## config.mk

```make
export PLATFORM = sky130hd
export DESIGN_NAME = syndrome_collect
export DESIGN_NICKNAME = d
export VERILOG_FILES = /design/src/rtl/syndrome_collect.sv
export SDC_FILE = /design/constraint.sdc
export NUM_CORES = 1
export LEC_CHECK = 0
export ABC_AREA = 1
export CAP_MARGIN = 20
export CORE_MARGIN = 3
export CORE_UTILIZATION = 56
export CTS_CLUSTER_SIZE = 25
export DETAILED_ROUTE_END_ITERATION = 16
export GPL_ROUTABILITY_DRIVEN = 0
export PLACE_DENSITY = 0.95
export SKIP_CTS_REPAIR_TIMING = 1
export SYNTH_ARGS = -nofsm -noshare
export SYNTH_HDL_FRONTEND = slang
export SYNTH_SLANG_ARGS = --single-unit
```

## constraint.sdc

```tcl
create_clock -name clk_i -period 5.21 [get_ports clk_i]
set_clock_uncertainty 0.1 [all_clocks]
set_input_delay 0.7815 -clock clk_i [delete_from_list [all_inputs] [get_ports clk_i]]
set_output_delay 0.7815 -clock clk_i [all_outputs]
set_load 0.05 [all_outputs]
```

## src/rtl/syndrome_collect.sv

```systemverilog
// Two-entry syndrome FIFO between the RS(544,522) syndrome lanes and the key-equation solver.
// Optional frame statistics outputs are enabled with `define SYN_COLLECT_STATS_EN.
module syndrome_collect #(
    parameter int J     = 22,
    parameter int SYM_W = 10,
    parameter int TAG_W = 8,
    parameter int DEPTH = 2
) (
    input  logic               clk_i,
    input  logic               rst_ni,
    input  logic               s_valid_i,
    input  logic [J*SYM_W-1:0] s_i,
    output logic               syn_valid_o,
    input  logic               syn_ready_i,
    output logic [J*SYM_W-1:0] syn_o,
    output logic               syn_zero_o,
    output logic [TAG_W-1:0]   syn_tag_o,
    output logic               drop_o,
    output logic               ovf_o,
    input  logic               ovf_clr_i
`ifdef SYN_COLLECT_STATS_EN
   ,output logic [31:0]        frames_total_o,
    output logic [31:0]        frames_zero_o
`endif
);

    localparam int VW = J * SYM_W;

    generate
        if (DEPTH != 2) begin : g_depth_check
            $error("syndrome_collect: only DEPTH == 2 is supported");
        end
    endgenerate

    logic [VW-1:0]    vec_q  [2];
    logic             zero_q [2];
    logic [TAG_W-1:0] tag_q  [2];
    logic             wr_ptr_q;
    logic             rd_ptr_q;
    logic [1:0]       count_q;
    logic [TAG_W-1:0] tag_cnt_q;
    logic             drop_q;
    logic             ovf_q;

    logic pop;
    logic push;
    logic drop;

    // A full FIFO still accepts a frame when the head leaves in the same cycle.
    assign pop  = (count_q != 2'd0) && syn_ready_i;
    assign push = s_valid_i && ((count_q != 2'd2) || pop);
    assign drop = s_valid_i && (count_q == 2'd2) && !pop;

    always_ff @(posedge clk_i or negedge rst_ni) begin
        if (!rst_ni) begin
            vec_q[0]  <= '0;
            vec_q[1]  <= '0;
            zero_q[0] <= 1'b0;
            zero_q[1] <= 1'b0;
            tag_q[0]  <= '0;
            tag_q[1]  <= '0;
            wr_ptr_q  <= 1'b0;
            rd_ptr_q  <= 1'b0;
            count_q   <= 2'd0;
            tag_cnt_q <= '0;
            drop_q    <= 1'b0;
            ovf_q     <= 1'b0;
        end else begin
            if (push) begin
                vec_q[wr_ptr_q]  <= s_i;
                zero_q[wr_ptr_q] <= ~|s_i;
                tag_q[wr_ptr_q]  <= tag_cnt_q;
                wr_ptr_q         <= ~wr_ptr_q;
            end
            if (pop) begin
                rd_ptr_q <= ~rd_ptr_q;
            end
            case ({push, pop})
                2'b10:   count_q <= count_q + 2'd1;
                2'b01:   count_q <= count_q - 2'd1;
                default: count_q <= count_q;
            endcase
            // Dropped frames still consume a tag so the solver sees the gap.
            if (s_valid_i) begin
                tag_cnt_q <= tag_cnt_q + 1'b1;
            end
            drop_q <= drop;
            if (drop) begin
                ovf_q <= 1'b1;
            end else if (ovf_clr_i) begin
                ovf_q <= 1'b0;
            end
        end
    end

    assign syn_valid_o = (count_q != 2'd0);
    assign syn_o       = vec_q[rd_ptr_q];
    assign syn_zero_o  = zero_q[rd_ptr_q];
    assign syn_tag_o   = tag_q[rd_ptr_q];
    assign drop_o      = drop_q;
    assign ovf_o       = ovf_q;

`ifdef SYN_COLLECT_STATS_EN
    logic [31:0] total_q;
    logic [31:0] zero_cnt_q;
    logic        zero_inc;

    assign zero_inc = push && ~|s_i;

    // A clear coinciding with an increment leaves the counter at one.
    always_ff @(posedge clk_i or negedge rst_ni) begin
        if (!rst_ni) begin
            total_q    <= '0;
            zero_cnt_q <= '0;
        end else begin
            if (ovf_clr_i) begin
                total_q <= {31'd0, s_valid_i};
            end else if (s_valid_i && (total_q != 32'hFFFF_FFFF)) begin
                total_q <= total_q + 32'd1;
            end
            if (ovf_clr_i) begin
                zero_cnt_q <= {31'd0, zero_inc};
            end else if (zero_inc && (zero_cnt_q != 32'hFFFF_FFFF)) begin
                zero_cnt_q <= zero_cnt_q + 32'd1;
            end
        end
    end

    assign frames_total_o = total_q;
    assign frames_zero_o  = zero_cnt_q;
`endif

endmodule

```

# Yosys cells after proc, flatten, opt, wreduce, memory -nomap -nowiden
# Cells that the tools add are included.
# word_totals
register_bits,472
# classes
add_sub_neg,3
order_cmp,3
n_eq_ne,4
n_mux,21
bitwise_logic,4
n_reduce_logical,12
# ops
op,count
$mux 220,4
$bwmux 440,1
$demux 220 s1,1
$reduce_or 220->1,1
$mux 8,4
$bwmux 16,1
$add 8x1->8 const B,1
$demux 8 s1,1
$mux 1,6
$reduce_bool 2->1,3
$logic_and 1x1->1,5
$eq 2x2->1 const B,2
$ge 2x2->1 const B,2
$not 1->2,2
$pmux 2 s2,1
$add 2x1->2 const B,1
$bwmux 2,1
$eq 2x1->1 const B,1
$logic_not 1->1,2
$lt 2x1->1 const B,1
$ne 2x2->1 const B,1
$not 1->1,2
$sub 2x1->2 const B,1
$demux 1 s1,1
$logic_or 1x1->1,1

# Depth between registers and ports, before layout
# depth
word_depth,6
mapped_depth,11
mapped_depth_nobuf,9

# Worst setup path after synthesis
# Ideal clock, no wire load.
# synth_path
path_type,reg2out
from,register rd_ptr_q
to,output port syn_o[0]
arrival_ns,1.496
t_required_ns,4.329
path_slack_ns,2.832
path_stages_with_launch,7
n_path_buf,3
path_cell_list,dfrtp_1 -> clkbuf_1 -> clkinv_1 -> clkbuf_1 -> clkbuf_1 -> nand2_1 -> nand2_1
# synth_between
elab_chain_cells,4
# synth_rtl
element,line_no,source
start: declaration,39,logic rd_ptr_q;
start signal: assignment,76,rd_ptr_q <= ~rd_ptr_q;
$not 1->2 (not written as such),97,assign syn_o = vec_q[rd_ptr_q];
$mux 220 (not written as such) (3 in series),97,
end: declaration,15,"output logic [J*SYM_W-1:0] syn_o,"
# Every way passes these cells. The select of a mux whose other input is x is not followed.

# Worst setup path after layout
# layout_path
from,register rd_ptr_q
to,output port syn_o[74]
# Same word-level chain as after synthesis.

==> results by group <==
Global route
  • Largest net degree at the start of global routing: approximately 230
  • Initial antenna violation count: 3
  • Number of global-route vias before repair: 19945
  • GRT overflow: 0
  • First-pass GRT wire length: ~100000 um
  • Total GRT Usage: around 30%

Clocking
  • Clock latency at the later pin of the worst-skew pair: 0.58 ns
  • Clock Tree Root: clkbuf_16
  • Num CTS Buffers: between 40 and 50
  • Bufs on Longest Clock Path: 3
  • H-tree depth: 2
  • Clock sinks: 472
  • CTS tree: built
  • Clk slew on worst S/H paths: 0.06 ns

Layout
  • Area of the multi-input gates: 8360 um2
  • Commonest non-fill, non-tap cells in the layout: 1204 x nand2_1, 471 x dfrtp_1, 455 x clkdlybuf4s50_1
  • Area Growth Syn to Fin: 27.6%
  • FF/Latch Area: 11800 um2
  • # nets final: 3290
  • Commonest non-fill, non-tap cell in the layout: nand2_1
  • Final non-filler cell total: 3617
  • Layout cells sized above 1: around a tenth
  • Fillers: roughly 2500

Routing
  • DR vias: 20017
  • Routed WL: 63700 um
  • Routed length per instance: 17.6 um
  • DRT iter0 DRCs: 2073
  • Drt pass-1 iters: 6
  • Remaining antenna violation count: 0
  • Vias per cell: roughly 5.5
  • DRC Markers: 0

Floorplan
  • Die width: 205 um
  • Io pins: about 460
  • FP Rows: 72
  • Initial Utilization: 56.8%
  • Die ar.: 41800 um2
  • Die Y: 205 um
  • Core area: 38800 um2

Power
  • Seq pwr share: 28.8%
  • P_sw: 11100 uW
  • Clock group share of total power: 15.8%
  • Switch share: about half
  • Pleak: 0.0141 uW
  • Peak supply drop: about 750 uV
  • PD cells: a little under 800 nW/um2
  • Combinational share of power: 55.4%
  • Internal power: 11300 uW

Timing
  • Sum Neg Setup Slack: 0 ns
  • Least-Margin Pin Slew: 1.31 ns
  • RSZ-0062 raised after global routing: no
  • Min Tclk post-route: 4.15 ns
  • Slew margin rel.: 12.5%
  • Fin. Hold Viols: 0
  • Fin. max-slew vios: 0
  • # setup viols final: 0
  • Final period util: 79.6%
  • Fmax: around 240 MHz

Synthesis
  • Yosys reg bits: approximately 470
  • Post-Syn Area: 22100 um2
  • Sequential-to-total area share from yosys stat: 53.5%
  • Yosys warning total: 0
  • Synth Instances: 2695
  • Number of synthesized flops with an enable pin: 0
  • Post-Syn Nets: slightly below 3000
  • FFs w/ async S/R, synth: 100%
  • Synth Flop Type: dfrtp_1
  • Post-synth cell types: 27
  • Avg Inst Size Synth: 8.19 um2

Critical path
  • Crit path largest cell delay: 0.81 ns
  • Crit-path slowest cell: clkdlybuf4s50_1
  • CP startpoint: rd_ptr_q
  • CP Max Fanout: 229
  • WP buf/inv: 2
  • R2R cell count: 10
  • CP delay by family, top: buffers and inverters
  • Reg-to-reg setup timing slack: 2.40 ns
  • Crit path cell chain: buf_12, nand2_1, nand2_1, clkdlybuf4s50_1
  • Worst Path Class, Setup: reg2out
  • R2R Path Start: count_q[1]
  • Levels on crit path: 4
  • End of the critical path: syn_o[74]
  • Worst Path Required: 4.33 ns
  • CP Launch Type: register
  • Most used cell, CP: nand2_1
  • Reg-to-reg endpoint: vec_q[294]
  • Critical Path Sink Type: output pin
  • CP arrival: 3.26 ns

Outcome
  • Status: completed

Place
  • DP Wirelength: about 41000 um
  • DP Cell Count: 3530
  • I/O Buffers: 456

Flow run
  • Max cap viols: 0

Min path
  • Hold Path Class: in2async
-- power groups by stage --
stage               Combinational [uW]  Clock (uW)  Sequential [uW]
CTS                              12400        3570             6390
global placement                 12000           0             6270
finish                           12400        3530             6440
floorplan                         8720           0             6130
global route                     13200        3720             6600
detailed placement               12200           0             6400
-- cells in the mapped netlist (2+ instances only) --
master	n	area (um2)
xor2_1	9	78.8
nor3_1	4	20.0
buf_2	29	145
dfrtp_1	472	11800
nand2_1	1204	4520
o21ai_0	238	1190
buf_8	11	165
nand3_4	2	35.0
o21ai_1	20	100
nand4_1	5	31.3
inv_1	235	882
ha_1	2	25.0
nor2_1	125	469
nand2_2	2	12.5
buf_6	36	405
nand3_1	17	85.1
clkbuf_1	75	282
o21ai_2	200	1750
-- registers in the layout (all words and copies together) (netlist names) --
signal     count
rd_ptr_q       1
tag_q         16
tag_cnt_q      8
ovf_o          1
wr_ptr_q       1
vec_q        440
zero_q         2
count_q        2
drop_o         1
-- how the worst min path moves through the flow --
stage | from | end | slack (ns)
after floorplan | zero_q[0] | zero_q[0] | 0.35
after global placement | zero_q[0] | zero_q[0] | 0.36
after detailed placement | vec_q[235] | vec_q[235] | 0.37
after CTS | rst_ni | vec_q[272] | 0.14
after global routing | rst_ni | vec_q[46] | 0.17
final | rst_ni | vec_q[46] | 0.12
-- per-layer routing --
layer	vias to the layer above	wire, um	global-route usage [%]
li1	9032	-	-
met1	9554	22800	36.4
met2	1168	31900	51.2
met3	261	5630	6.29
met4	2	3410	14.4
met5	-	9	0
-- metrics by stage --
step / utilization (%) / area, um2 / hold WS [ns] / worst slack (ns) / power, uW
6_report: 72.5 / 28200 / 0.121 / 1.07 / 22400
4_1_cts: 72.5 / 28200 / 0.139 / 1.15 / 22300
3_3_place_gp: 68.3 / 26500 / 0.364 / 1.81 / 18200
5_1_grt: 72.5 / 28200 / 0.169 / 1.04 / 23500
2_1_floorplan: - / 22100 / 0.349 / 2.83 / 14800
3_5_place_dp: 68.3 / 26500 / 0.368 / 1.80 / 18600
-- kinds of logic after synthesis --
group / Yosys count / share of synthesized area, %
AND/OR/NAND/NOR: 1361 / 23.5
buffers and inverters: 390 / 8.59
AO/OA/AOI/OAI: 460 / 13.8
XOR/XNOR: 10 / 0.397
flip-flops: 472 / 53.5
adder cells (fa/ha/maj): 2 / 0.113
-- layout make-up --
cell class,instances,share of cell area [%]
Sequential cell,472,42.0
Multi-Input combinational cell,1833,29.7
Timing Repair Buffer,469,17.0
Clock buffer,71,5.18
Inverter,238,3.25
Tap cell,518,2.30
Clock inverter,14,0.591
Antenna cell,2,0.0178
(Power assumes the default switching activity.)
